==> src/rtl/sync_fifo_prog.sv <==
// sync_fifo_prog: single-clock FIFO with programmable almost-full/almost-empty
// thresholds, registered handshake pulses and any depth from 2 to 1024.
// Optional feature macro: FIFO_FWFT_EN selects first-word-fall-through read
// behaviour; when undefined, data_out is registered with one-cycle read latency.
module sync_fifo_prog #(
  parameter int FIFO_WIDTH = 16,
  parameter int FIFO_DEPTH = 8,
  localparam int CNT_W = $clog2(FIFO_DEPTH + 1)
) (
  input  logic                  clk,
  input  logic                  rst_n,
  input  logic                  wr_en,
  input  logic [FIFO_WIDTH-1:0] data_in,
  input  logic                  rd_en,
  input  logic [CNT_W-1:0]      af_thresh,
  input  logic [CNT_W-1:0]      ae_thresh,
  output logic [FIFO_WIDTH-1:0] data_out,
  output logic                  wr_ack,
  output logic                  overflow,
  output logic                  underflow,
  output logic                  full,
  output logic                  empty,
  output logic                  almostfull,
  output logic                  almostempty,
  output logic [CNT_W-1:0]      count
);

  localparam int PTR_W = (FIFO_DEPTH > 1) ? $clog2(FIFO_DEPTH) : 1;
  localparam logic [PTR_W-1:0] LAST_IDX = PTR_W'(FIFO_DEPTH - 1);
  localparam logic [CNT_W-1:0] DEPTH_CNT = CNT_W'(FIFO_DEPTH);

  logic [FIFO_WIDTH-1:0] mem [0:FIFO_DEPTH-1];
  logic [PTR_W-1:0]      wr_ptr;
  logic [PTR_W-1:0]      rd_ptr;
  logic                  wr_accept;
  logic                  rd_accept;

  // Status flags are decoded straight from the occupancy counter.
  always_comb begin
    full        = (count == DEPTH_CNT);
    empty       = (count == '0);
    almostfull  = (af_thresh != '0) && (count >= af_thresh);
    almostempty = (count != '0) && (count <= ae_thresh);
    // A full FIFO still accepts a read, an empty one still accepts a write,
    // so simultaneous requests at the boundaries resolve naturally.
    wr_accept   = wr_en && !full;
    rd_accept   = rd_en && !empty;
  end

  // Storage array: no reset so it maps onto block RAM; reset discards contents
  // by clearing the pointers and count instead.
  always_ff @(posedge clk) begin
    if (wr_accept) begin
      mem[wr_ptr] <= data_in;
    end
  end

  // Pointers, occupancy and single-cycle handshake pulses.
  always_ff @(posedge clk or negedge rst_n) begin
    if (!rst_n) begin
      wr_ptr    <= '0;
      rd_ptr    <= '0;
      count     <= '0;
      wr_ack    <= 1'b0;
      overflow  <= 1'b0;
      underflow <= 1'b0;
    end else begin
      // Pointers wrap explicitly so non-power-of-two depths work.
      if (wr_accept) begin
        wr_ptr <= (wr_ptr == LAST_IDX) ? '0 : wr_ptr + PTR_W'(1);
      end
      if (rd_accept) begin
        rd_ptr <= (rd_ptr == LAST_IDX) ? '0 : rd_ptr + PTR_W'(1);
      end
      if (wr_accept && !rd_accept) begin
        count <= count + CNT_W'(1);
      end else if (rd_accept && !wr_accept) begin
        count <= count - CNT_W'(1);
      end
      wr_ack    <= wr_accept;
      overflow  <= wr_en && full;
      underflow <= rd_en && empty;
    end
  end

`ifdef FIFO_FWFT_EN
  // Head word is presented whenever the FIFO holds data; rd_en pops it.
  always_comb begin
    data_out = '0;
    if (!empty) begin
      data_out = mem[rd_ptr];
    end
  end
`else
  // Registered read: an accepted read loads the head word on the next edge,
  // otherwise the output holds. Reading before the same-edge write gives
  // old data when both hit the same address.
  always_ff @(posedge clk or negedge rst_n) begin
    if (!rst_n) begin
      data_out <= '0;
    end else if (rd_accept) begin
      data_out <= mem[rd_ptr];
    end
  end
`endif

endmodule

==> config.mk <==
export PLATFORM = sky130hd
export DESIGN_NAME = sync_fifo_prog
export DESIGN_NICKNAME = d
export VERILOG_FILES = /design/src/rtl/sync_fifo_prog.sv
export SDC_FILE = /design/constraint.sdc
export NUM_CORES = 1
export LEC_CHECK = 0
export CAP_MARGIN = 40
export CORE_ASPECT_RATIO = 1.25
export CORE_UTILIZATION = 45
export CTS_CLUSTER_DIAMETER = 50
export DETAILED_ROUTE_END_ITERATION = 6
export GPL_TIMING_DRIVEN = 0
export PLACE_DENSITY = 0.74
export RECOVER_POWER = 50
export SLEW_MARGIN = 20
export SYNTH_ARGS = -nofsm -noshare
export SYNTH_HDL_FRONTEND = slang
export SYNTH_SLANG_ARGS = --single-unit
export TNS_END_PERCENT = 50
==> constraint.sdc <==
create_clock -name clk -period 3.12 [get_ports clk]
set_input_delay 0.624 -clock clk [delete_from_list [all_inputs] [get_ports clk]]
set_output_delay 0.624 -clock clk [all_outputs]
set_load 0.02 [all_outputs]
==> reports/metrics.cfg <==
[synth]
syn_inst = 388
yosysTopAreaCell = edfxtp_1
synth_nets = 432
yosysSeqAreaShare_pct = 71.5
ys_ff_latch = 157
avgSynthCellArea_um2 = 16.5
ys_top_cells_by_area = edfxtp_1, dfrtp_1, mux2_2, mux2i_1, ha_1
yosysUniqueCellTypes = 34
synth_area_um2 = 6390
yosys_warnings = 0
synth_top_area_share_pct = 60.1

[worst_hold_path]
min_path_type = register to register
holdPathStages = 2

[die]
die_w_um = 109
io_pins = 55
die_h_um = 135
num_rows = 48
dieArea_um2 = 14700
start_util_pct = 46.3
fp.coreArea_um2 = 13800

[critical_path]
crit_type = input pin to output pin
path_depth = 7
crit_family = buffers and inverters
arrival_ns = 2.32
reg2reg_slack_ns = 0.25
crit_fanout = 2
startpoint_type = input pin
path_cells = clkdlybuf4s50_1 > ha_1 > nand2b_1 > a21o_1 > a211oi_1 > nor3_1 > dlygate4sd2_1
crit_buf_inv = 2
slowest_stage = clkdlybuf4s50_1
rr_worst_depth = 11
max_stage_delay_ns = 0.44
critPathCaptureType = output pin
crit_required_ns = 2.50

[cts]
cts_buffers = 17
cts_sinks = 157
cts-root-buf = clkbuf_16
path_clk_slew_ns = 0.06
clockBufferDepth = 2
cts_htree_levels = 4
clock_latency_ns = 0.42
cts_tree = done

[power_and_ir_drop]
power_frac_clock_pct = 25.4
leakagePower_nw = 2.88
pwr-share-comb_pct = 35.5
seqPwrFrac_pct = 39.0
internal_power_w = 0.00516
power_density_nw_per_um2 = 971
ir_worst_vdd_uv = 415
swShare_pct = 32.6
switchingPower_w = 0.00250

[global_routing]
overflow = 0
grt_max_degree = 30
grt.total_usage_pct = 20.2
antenna_found_initial = 0
grt_pass1_wl_um = 21100
grt_pass1_vias = 3843

[final_layout]
final.fill_count = 1067
n_antenna_cell = 0
final_nets = 518
areaGrowthSynthToFinish_pct = 23.3
utilization_pct = 57.1
drive_above_1_share_pct = 20.3

[sta]
slew_headroom_pct = -19.9
setup_viol = 0
final_max_slew_viol_count = 30
max_clock_freq_mhz = 340
holdWs_ns = 0.485
tightest_slew_ns = 1.80
tns_ns = 0
fin_crit_ns = 2.94
rsz0062_at_grt = no
skew_ns = 0.00919
period_share_pct = 94.3
hold_viol = 0

[routing]
firstDrtPassIters = 5
drt_iter0_drc = 235
drc = 0
postRouteAntennaNets = 0
wl_per_cell_um = 20.6
vias = 3677
finalWirelength_um = 13700
vias_per_cell = 5.55

[run]
cap_violations = 1

[place]
place_hpwl_um = 9140
port_buffers = 54
globalplace.congestion = 0.719

[run_status]
status = finished with violations
violations = capacitance limit, slew limit

-- cell families (layout without fill, tap and decap cells) --
| group | Yosys count | count (layout) | synth area share [%] |
|---|---|---|---|
| adder cells (fa/ha/maj) | 16 | 16 | 3.25 |
| buffers and inverters | 28 | 127 | 2.54 |
| AO/OA/AOI/OAI | 60 | 60 | 6.56 |
| multiplexers | 71 | 71 | 11.9 |
| AND/OR/NAND/NOR | 54 | 54 | 4.05 |
| XOR/XNOR | 2 | 2 | 0.274 |
| flip-flops | 157 | 157 | 71.5 |
-- cells in the mapped netlist, drive strengths merged --
cell,instances
clkbuf,6
a21o,3
nor2b,2
nor2,6
fa,1
nand2b,6
a21oi,2
xnor2,2
mux2i,33
o22ai,16
a211oi,2
o21ai,19
buf,12
nand4,1
and3,1
nor3,10
ha,15
o31ai,1
nand2,23
nor4,3
inv,10
a221o,16
dfrtp,29
and2,2
a2111oi,1
mux2,38
edfxtp,128
-- sequential cells by signal, indices dropped and copies added, names as in the netlist --
register and cells:
rd_ptr 3, count 4, mem 128, wr_ack 1, wr_ptr 3, overflow 1
data_out 16, underflow 1
-- final timing paths --
kind	start	endpoint
setup reg to reg	count[1]	count[3]
hold reg to reg	data_out[3]	data_out[3]
min in group asynchronous	rst_n	wr_ack
hold / removal	data_out[3]	data_out[3]
max in group asynchronous	rst_n	data_out[11]
setup / recovery	af_thresh[0]	almostfull
-- power by group through the flow --
stage | sequential (W) | combinational [W] | clock (W)
after global placement | 0.00300 | 0.00255 | 0
after CTS | 0.00299 | 0.00276 | 0.00198
final | 0.00299 | 0.00272 | 0.00195
after floorplan | 0.00312 | 0.00157 | 0
after detailed placement | 0.00302 | 0.00275 | 0
after global routing | 0.00304 | 0.00294 | 0.00205
-- cell usage in the layout, fill, tap and decap left out, drive strengths merged, types with 2 or more instances in the layout --
master / Yosys / final
ha: 15 / 15
a211oi: 2 / 2
mux2i: 33 / 33
nor2: 6 / 6
a221o: 16 / 16
clkbuf: 6 / 31
dlygate4sd3: 0 / 16
nor4: 3 / 3
nor3: 10 / 10
nand2: 23 / 23
o22ai: 16 / 16
a21oi: 2 / 2
and2: 2 / 2
mux2: 38 / 38
clkdlybuf4s50: 0 / 35
dfrtp: 29 / 29
o21ai: 19 / 19
a21o: 3 / 3
bufinv: 0 / 2
nor2b: 2 / 2
xnor2: 2 / 2
inv: 10 / 10
edfxtp: 128 / 128
nand2b: 6 / 6
buf: 12 / 25
clkinv: 0 / 6
-- final cells by class --
cell class                      count  area [µm²]  area share [%]
Sequential cell                   157        4570            57.9
Multi-Input combinational cell    203        1710            21.7
Timing Repair Buffer               68         672            8.52
Clock buffer                       23         458            5.81
Tap cell                          175         219            2.78
Buffer                             17         120            1.52
Clock inverter                      9        98.8            1.25
Inverter                           10        37.5           0.476
-- stage by stage --
| stage | instances | total power, W | worst slack [ns] | area [µm²] |
|---|---|---|---|---|
| after floorplan | 388 | 0.00469 | 0.0799 | 6400 |
| after global placement | 617 | 0.00555 | -1.11 | 7160 |
| after detailed placement | 631 | 0.00577 | -0.160 | 7350 |
| after CTS | 663 | 0.00772 | 0.0542 | 7910 |
| after global routing | 662 | 0.00803 | 0.0268 | 7890 |
| final | 662 | 0.00765 | 0.177 | 7890 |
-- repair_timing --
item                       in CTS  in global routing
pin swaps                       0                  0
buffers inserted                0                  0
resized for setup               3                  5
hold buffers                    0                  0
setup endpoints to repair       3                  2
-- metal layers --
metal	up-vias	GRT usage [%]	wire length, µm
met2	148	35.2	7210
li1	1685	-	-
met4	0	7.43	203
met5	-	0	0
met1	1830	23.8	5430
met3	14	5.05	821
-- worst reg2reg max path, delay by kind of cell, from the launching register on --
kind | cells | cell delay [ns]
DFF | 1 | 0.50
adders and majority gates | 2 | 0.53
and+or+nand+nor | 3 | 0.67
muxes | 1 | 0.23
AOI/OAI and AO/OA | 3 | 0.49
buffers and inverters | 2 | 0.31
Power figures use the tool's default switching activity.
